### src/rtl/spike_enc_pkg.sv
// Shared types and constants for the spike event encoder: FSM states, ISI width/saturation, default thresholds.
package spike_enc_pkg;
    typedef enum logic {
        ST_ARMED = 1'b0,
        ST_FIRED = 1'b1
    } enc_state_t;

    localparam int                ISI_W     = 16;
    localparam logic [ISI_W-1:0]  ISI_SAT   = 16'hFFFF;
    localparam logic signed [7:0] TH_HI_DEF = 8'sd32;
    localparam logic signed [7:0] TH_LO_DEF = -8'sd16;
endpackage

### src/rtl/event_fifo.sv
// Synchronous FIFO with simultaneous push/pop; output visible one cycle after push, reads 0 when empty.
// A push into a full FIFO is refused unless a pop frees the entry on the same edge.
module event_fifo #(
    parameter int DEPTH = 4,
    parameter int W     = 16
) (
    input  logic         clk,
    input  logic         rst_n,
    input  logic         i_push,
    input  logic [W-1:0] i_dat,
    input  logic         i_pop,
    output logic [W-1:0] o_dat,
    output logic         o_empty,
    output logic         o_full
);
    localparam int AW = (DEPTH > 1) ? $clog2(DEPTH) : 1;

    logic [W-1:0]  r_mem [DEPTH];
    logic [AW-1:0] r_wr_ptr;
    logic [AW-1:0] r_rd_ptr;
    logic [AW:0]   r_cnt;
    logic          w_push;
    logic          w_pop;

    assign o_empty = (r_cnt == '0);
    assign o_full  = (r_cnt == (AW+1)'(DEPTH));
    assign w_pop   = i_pop && !o_empty;
    assign w_push  = i_push && (!o_full || w_pop);
    assign o_dat   = o_empty ? '0 : r_mem[r_rd_ptr];

    always_ff @(posedge clk) begin
        if (w_push) begin
            r_mem[r_wr_ptr] <= i_dat;
        end
    end

    always_ff @(posedge clk) begin
        if (!rst_n) begin
            r_wr_ptr <= '0;
            r_rd_ptr <= '0;
            r_cnt    <= '0;
        end else begin
            if (w_push) begin
                r_wr_ptr <= r_wr_ptr + 1'b1;
            end
            if (w_pop) begin
                r_rd_ptr <= r_rd_ptr + 1'b1;
            end
            if (w_push && !w_pop) begin
                r_cnt <= r_cnt + 1'b1;
            end else if (!w_push && w_pop) begin
                r_cnt <= r_cnt - 1'b1;
            end
        end
    end
endmodule

### src/rtl/spike_event_encoder.sv
// Hysteretic spike detector producing ISI event words into a FIFO plus a windowed spike rate.
// Spike pulse 1 cycle after detection; events wait in the FIFO under ev_ready backpressure, dropped (sticky overflow) when full.
module spike_event_encoder
    import spike_enc_pkg::*;
#(
    parameter logic signed [7:0] TH_HI      = TH_HI_DEF,
    parameter logic signed [7:0] TH_LO      = TH_LO_DEF,
    parameter int                FIFO_DEPTH = 4,
    parameter int                WIN_LOG2   = 10
) (
    input  logic        clk,
    input  logic        rst_n,
    input  logic        ena,
    input  logic [7:0]  v_in,
    output logic        spike_pulse,
    output logic        ev_valid,
    input  logic        ev_ready,
    output logic [15:0] ev_data,
    output logic [7:0]  rate_out,
    output logic        overflow,
    input  logic        ovf_clr
);
    enc_state_t          r_state;
    logic [ISI_W-1:0]    r_isi;
    logic [WIN_LOG2-1:0] r_win;
    logic [7:0]          r_spk_cnt;

    logic             w_above;
    logic             w_below;
    logic             w_detect;
    logic             w_wrap;
    logic             w_drop;
    logic             w_empty;
    logic             w_full;
    logic [ISI_W-1:0] w_ev_word;
    logic [7:0]       w_spk_next;

    assign w_above    = $signed(v_in) > TH_HI;
    assign w_below    = $signed(v_in) < TH_LO;
    assign w_detect   = ena && (r_state == ST_ARMED) && w_above;
    assign w_ev_word  = (r_isi == ISI_SAT) ? ISI_SAT : r_isi + 1'b1;
    assign w_wrap     = ena && (r_win == {WIN_LOG2{1'b1}});
    assign w_spk_next = (w_detect && r_spk_cnt != 8'hFF) ? r_spk_cnt + 8'd1 : r_spk_cnt;
    // A same-edge pop makes room, so only a push with no pop into a full FIFO is lost.
    assign w_drop     = w_detect && w_full && !(ev_ready && !w_empty);
    assign ev_valid   = !w_empty;

    event_fifo #(
        .DEPTH (FIFO_DEPTH),
        .W     (ISI_W)
    ) u_fifo (
        .clk     (clk),
        .rst_n   (rst_n),
        .i_push  (w_detect),
        .i_dat   (w_ev_word),
        .i_pop   (ev_ready),
        .o_dat   (ev_data),
        .o_empty (w_empty),
        .o_full  (w_full)
    );

    always_ff @(posedge clk) begin
        if (!rst_n) begin
            r_state     <= ST_ARMED;
            r_isi       <= '0;
            r_win       <= '0;
            r_spk_cnt   <= '0;
            spike_pulse <= 1'b0;
            rate_out    <= '0;
            overflow    <= 1'b0;
        end else begin
            spike_pulse <= w_detect;
            if (ena) begin
                if (r_state == ST_ARMED) begin
                    if (w_above) r_state <= ST_FIRED;
                end else begin
                    if (w_below) r_state <= ST_ARMED;
                end
                r_isi <= w_detect ? '0 : w_ev_word;
                r_win <= r_win + 1'b1;
                if (w_wrap) begin
                    rate_out  <= w_spk_next;
                    r_spk_cnt <= '0;
                end else begin
                    r_spk_cnt <= w_spk_next;
                end
            end
            if (w_drop) begin
                overflow <= 1'b1;
            end else if (ovf_clr) begin
                overflow <= 1'b0;
            end
        end
    end
endmodule
### config.mk
export PLATFORM = sky130hd
export DESIGN_NAME = spike_event_encoder
export DESIGN_NICKNAME = d
export VERILOG_FILES = /design/src/rtl/spike_enc_pkg.sv /design/src/rtl/event_fifo.sv /design/src/rtl/spike_event_encoder.sv
export SDC_FILE = /design/constraint.sdc
export NUM_CORES = 1
export LEC_CHECK = 0
export ABC_CLOCK_PERIOD_IN_PS = 2610
export CELL_PAD_IN_SITES_DETAIL_PLACEMENT = 0
export CELL_PAD_IN_SITES_GLOBAL_PLACEMENT = 1
export CORE_MARGIN = 5
export CORE_UTILIZATION = 43
export CTS_CLUSTER_DIAMETER = 200
export DETAILED_ROUTE_END_ITERATION = 8
export GPL_ROUTABILITY_DRIVEN = 0
export PLACE_DENSITY = 0.79
export SLEW_MARGIN = 25
export SYNTH_ARGS = -nofsm -noshare
export SYNTH_HDL_FRONTEND = slang
export SYNTH_SLANG_ARGS = --single-unit
### constraint.sdc
create_clock -name clk -period 2.61 [get_ports clk]
set_input_delay 0.522 -clock clk [delete_from_list [all_inputs] [get_ports clk]]
set_output_delay 0.522 -clock clk [all_outputs]
set_load 0.05 [all_outputs]
# --- Yosys cells after proc, flatten, opt, wreduce, memory -nomap -nowiden ---
# Memory sizes are Yosys's and may differ from the RTL's. A register that Yosys moved wholly into a read port is not among the register bits.
# Index checks and enable logic that the tools add are counted.
totals:
  mem_bits_rw: 64
  memories: 1
  word_cells: 60
  out_inout_bits: 27
  reg_bits: 52
op_classes:
  mux: 16
  n_lt_le_gt_ge: 2
  bitwise: 1
  reduce_logical: 19
  n_eq_ne: 4
  addsub: 7
mem_list:
  columns: ["name", "words", "word_bits", "read_ports", "rd_clocked_by_memory_dff", "wr", "line", "text"]
  rows:
  - ["u_fifo.r_mem", 4, 16, 1, 1, 1, "event_fifo.sv:18", "logic [W-1:0] r_mem [DEPTH];"]
op_table:
  columns: ["op", "count"]
  rows:
  - ["16-bit 2-to-1 mux", 3]
  - ["16-bit by 1-bit adder with 16-bit output, second input constant", 1]
  - ["16-bit equality test, second input constant", 1]
  - ["8-bit 2-to-1 mux", 2]
  - ["10-bit by 1-bit adder with 10-bit output, second input constant", 1]
  - ["10-bit equality test, second input constant", 1]
  - ["1-bit logical AND", 10]
  - ["8-bit by 1-bit adder with 8-bit output, second input constant", 1]
  - ["8-bit by 7-bit > comparator with 1-bit output, second input constant", 1]
  - ["8-bit by 5-bit < comparator with 1-bit output, second input constant", 1]
  - ["8-bit inequality test, second input constant", 1]
  - ["1-bit 2-to-1 mux", 7]
  - ["3-bit 2-to-1 mux", 2]
  - ["2-bit by 1-bit adder with 2-bit output, second input constant", 2]
  - ["1-bit logical NOT", 4]
  - ["2-bit 2-to-1 mux", 2]
  - ["2-bit nonzero test", 2]
  - ["3-bit by 1-bit adder with 3-bit output, second input constant", 1]
  - ["3-bit equality test, second input constant", 1]
  - ["3-bit logical NOT", 1]
  - ["3-bit by 1-bit subtractor with 3-bit output, second input constant", 1]
  - ["2-bit AND reduction", 1]
  - ["1-bit logical OR", 1]
  - ["1-bit NOT", 1]

# --- Depth between registers and ports, before layout ---
logic_depth:
  depth_word: 9
  depth_mapped: 10
  ltp_nobuf: 9

# --- Modules after synthesis ---
# From an unflattened synthesis, not the netlist that was laid out.
hier_totals:
  hier_cells: 445
  hier_area_um2: 5398.9
modules_own_cells:
  columns: ["module", "n_inst", "seq_area_each_um2", "cells_per_inst", "area_per_inst_um2"]
  rows:
  - ["event_fifo", 1, 2102.0, 150, 3017.9]
  - ["spike_event_encoder", 1, 900.9, 295, 2381.0]

# --- Worst setup path before layout ---
# OpenSTA, ideal clock, no wires.
synth_timing:
  kind: "input to register"
  startpoint: "input v_in[7]"
  endpoint: "register u_fifo.r_cnt[2]"
  path_slack_ns: -0.083
  path_stages: 10
  setup_ns: 0.072
  t_arrival_ns: 2.622
  t_required_ns: 2.538
  cell_sequence: "or3b_1 a211o_1 buf_6 nor2_1 ha_1 inv_1 fa_1 xor2_1 or3_1 a21oi_1"
synth_between:
  elab_chain_cells: 6
synth_rtl:
  columns: ["item", "line", "text"]
  rows:
  - ["start: declaration", "spike_event_encoder.sv:14", "input logic [7:0] v_in,"]
  - ["8-bit by 7-bit > comparator with 1-bit output (*)", "spike_event_encoder.sv:38", "assign w_above = $signed(v_in) > TH_HI;"]
  - ["1-bit logical AND (*)", "spike_event_encoder.sv:40", "assign w_detect = ena && (r_state == ST_ARMED) && w_above;"]
  - ["1-bit logical AND (*)", "event_fifo.sv:28", "assign w_push = i_push && (!o_full || w_pop);"]
  - ["net u_fifo.w_push", "event_fifo.sv:22", "logic w_push;"]
  - ["1-bit logical NOT", "event_fifo.sv:51", "end else if (!w_push && w_pop) begin"]
  - ["1-bit logical AND", "event_fifo.sv:51", null]
  - ["2-bit nonzero test (no source line)", null, null]
  - ["end signal: assignment", "event_fifo.sv:50", "r_cnt <= r_cnt + 1'b1;"]
  - ["end signal: assignment", "event_fifo.sv:52", "r_cnt <= r_cnt - 1'b1;"]
  - ["end: declaration", "event_fifo.sv:21", "logic [AW:0] r_cnt;"]
# Mark *: on every way through the listed nets, which the timed path passes. The rest lies on a longest branch.
# A chain may end at the register's enable or synchronous reset.

# --- Worst setup path after layout ---
layout_timing:
  startpoint: "input v_in[0]"
  endpoint: "register u_fifo.r_cnt[2]"
# Same word-level chain as after synthesis.

==> results_dict.tcl <==
set metrics [dict create \
    worstPathArrival_ps 2920 \
    p_per_area_nw_per_um2 959 \
    final_area_um2 6480 \
    ys.flop_type "edfxtp_1" \
    hold_slack_ps 473 \
    cts-root-buf "clkbuf_16" \
    dpl-instance-area_um2 5830 \
    worstSetupEndpoint "u_fifo.r_cnt[2]" \
    ys.warnings.count 0 \
    antenna_found_initial 0 \
    power_frac_clock_pct 37.7 \
    synth_area_um2 5190 \
    grt-busiest-layer "met2" \
    syn2layout_area_growth_pct 24.9 \
    drt-initial-drc-count 261 \
    share_seq_of_total_power_pct 33.6 \
    slew_headroom_pct 58.9 \
    cts.path.max_buffers 2 \
    cp.required_ps 2950 \
    final_hold_viol_count 0 \
    cp_max_fo 2 \
    peakVddDrop_v 0.000405 \
    p_comb_share_pct 28.7 \
    h-tree-depth 4 \
    cts_made_buffers 17 \
    grt_pass1_vias 3503 \
    synthTopCellsByArea "edfxtp_1 37%, dfxtp_1 21%, mux4_2 6.9%" \
    synth_cell_types 52 \
    wl_per_cell_um 15.7 \
    path_class "input pin to flip-flop" \
    drt_pass1_iterations 5 \
    startpoint "v_in[0]" \
    r2r_end "u_fifo.r_cnt[2]" \
    period_minus_slack_ps 2580 \
    use_met3_pct 4.38 \
    syn_inst 431 \
    fp-row-count 40 \
    avgSynthCellArea_um2 12.0 \
    via_count 3499 \
    drc 0 \
    grt_util_met1_pct 19.0 \
    min_path_type "flip-flop to flip-flop" \
    p_int_w 0.00420 \
    grt_pass1_wl_um 17200 \
    yosysMostFrequentCell "edfxtp_1" \
    die_h_um 120 \
    cts_sinks 118 \
    grt_max_degree 29 \
    initial_core_util_pct 43.6 \
    finClkSkew_ps 10.7 \
    status "complete, no violations" \
    synth_edf_count 64 \
    detailed_place_hpwl_um 6760 \
    clk_pin_slew_ps 60 \
    pin_count 40 \
    finalNetCount 512 \
    max_freq_ghz 0.388 \
    ys_ff_latch 118 \
    ys_seq_area_share_pct 57.9 \
    postRouteAntennaNets 0 \
    yosys.area.top_type "edfxtp_1" \
    wl_um 10200 \
    setup.worst_path.start_class "input pin" \
    setup_viol 0 \
    core_area_um2 11900 \
    cap_viol_max_count 0 \
    yosys-top-cells-count "64 x edfxtp_1, 54 x dfxtp_1, 44 x nor2_1, 26 x nand2_1, 20 x and2_1" \
    die-area_um2 14400 \
    grt_remaining_overflow 0 \
    switchingPower_w 0.00201 \
    r2r_cells 9 \
    netlist.area_leader.share_pct 37.0 \
    slew_violations 0 \
    rrSetupSlack_ps 270 \
    cts_tree "yes" \
    grt_use_total_pct 15.2 \
    insertion_delay_ps 410 \
    cp-end-kind "flip-flop" \
    io_buffers 39 \
    power_w 0.00621 \
    tightest_slew_ps 615 \
    syn-num-nets 453 \
    power_leakage_nw 2.34 \
    avgViaCountPerCell 5.39 \
    n_antenna_cell 0 \
    synth-async-reset-ratio_pct 0 \
    dieWidth_um 120 \
    switching_share_pct 32.3 \
    fin_crit_sh_pct 98.7 \
    grtUsageMet2_pct 24.8 \
    reg2reg_from "r_state" \
    drive_gt1_share_pct 20.7 \
]
==> metrics by stage <==
step           TNS (ps)  utilization (%)  std cells  worst slack, ps
2_1_floorplan         0                -        431             13.5
3_3_place_gp       -735             49.0        614             -377
3_5_place_dp      -1430             49.0        614             -441
4_1_cts               0             54.2        648            0.168
5_1_grt            -100             54.4        649             -100
6_report              0             54.4        649             33.5
==> worst min path at each step <==
stage	cells after the start	slack [ps]	from	to
3_3_place_gp	2	470	rate_out[7]	rate_out[7]
5_1_grt	2	500	rate_out[7]	rate_out[7]
3_5_place_dp	2	470	rate_out[7]	rate_out[7]
2_1_floorplan	2	470	u_fifo.r_cnt[2]	u_fifo.r_cnt[2]
6_report	2	470	rate_out[2]	rate_out[2]
4_1_cts	2	480	rate_out[2]	rate_out[2]
==> logic make-up (layout without fill, tap and decap cells) <==
logic type	count (synthesis)	after routing	share of synthesized area [%]
multiplexers	23	23	8.29
AND/OR/NAND/NOR	158	158	16.4
AO/OA/AOI/OAI	71	71	9.16
flip-flops	118	118	57.9
adder cells (fa/ha/maj)	9	9	2.31
XOR/XNOR	19	19	3.21
buffers and inverters	33	104	2.75
==> state kept, by name, summed over array words and instances (netlist names), named ones only <==
signal / count
u_fifo.r_mem: 64
r_isi: 16
r_win: 10
r_spk_cnt: 8
rate_out: 8
u_fifo.r_cnt: 3
u_fifo.r_rd_ptr: 2
u_fifo.r_wr_ptr: 2
overflow: 1
r_state: 1
spike_pulse: 1
==> worst max-delay path, stage by stage <==
cell	delay, ps
clkdlybuf4s50_1	390
nor4_1	560
a211o_4	260
nor2_4	40
ha_2	180
buf_4	120
buf_4	120
buf_4	120
xor2_1	150
or3_1	310
a21oi_1	140
==> final cells by class <==
cell class	count	area [um^2]
Timing Repair Buffer	65	596
Tap cell	147	184
Clock inverter	14	176
Sequential cell	118	3000
Fill cell	976	5430
Inverter	8	30.0
Clock buffer	17	425
Multi-Input combinational cell	280	2070
==> per-layer routing <==
metal  vias to the layer above  routed length (um)
met5                         -                   0
met4                         0                 154
met3                        15                 501
met2                        90                4960
met1                      1675                4570
li1                       1719                   -
==> repair_timing <==
| item | in CTS | in global routing |
|---|---|---|
| gates resized for setup | 1 | 3 |
| buffers inserted | 3 | 1 |
| hold buffers | 0 | 0 |
| endpoints found under the setup margin | 1 | 1 |
| pin swaps | 3 | 3 |
==> layout by cell type, fill, tap and decap left out, types with 5 or more instances in the layout <==
cell type	synthesis	final
edfxtp_1	64	64
dfxtp_1	54	54
nor2_1	44	43
buf_4	0	39
nand2_1	26	26
clkdlybuf4s50_1	0	21
and2_1	20	20
o21ai_0	19	19
a21oi_1	17	17
clkbuf_16	0	17
mux4_2	16	16
nand3_1	13	13
xnor2_1	10	10
xor2_1	9	9
a22o_1	9	9
inv_1	8	8
or3_1	7	7
and3_1	7	7
nand2b_1	7	7
mux2i_1	7	7
ha_1	8	7
nor3_1	6	6
nand4_1	6	6
a21o_1	5	5
==> power groups by stage <==
stage	registers (W)	clock network [W]	logic, W
3_3_place_gp	0.00212	0	0.00178
3_5_place_dp	0.00212	0	0.00180
4_1_cts	0.00209	0.00239	0.00181
5_1_grt	0.00210	0.00247	0.00191
6_report	0.00209	0.00234	0.00179
2_1_floorplan	0.00211	0	0.00130
Note: power is estimated with default switching activity, not from simulation.
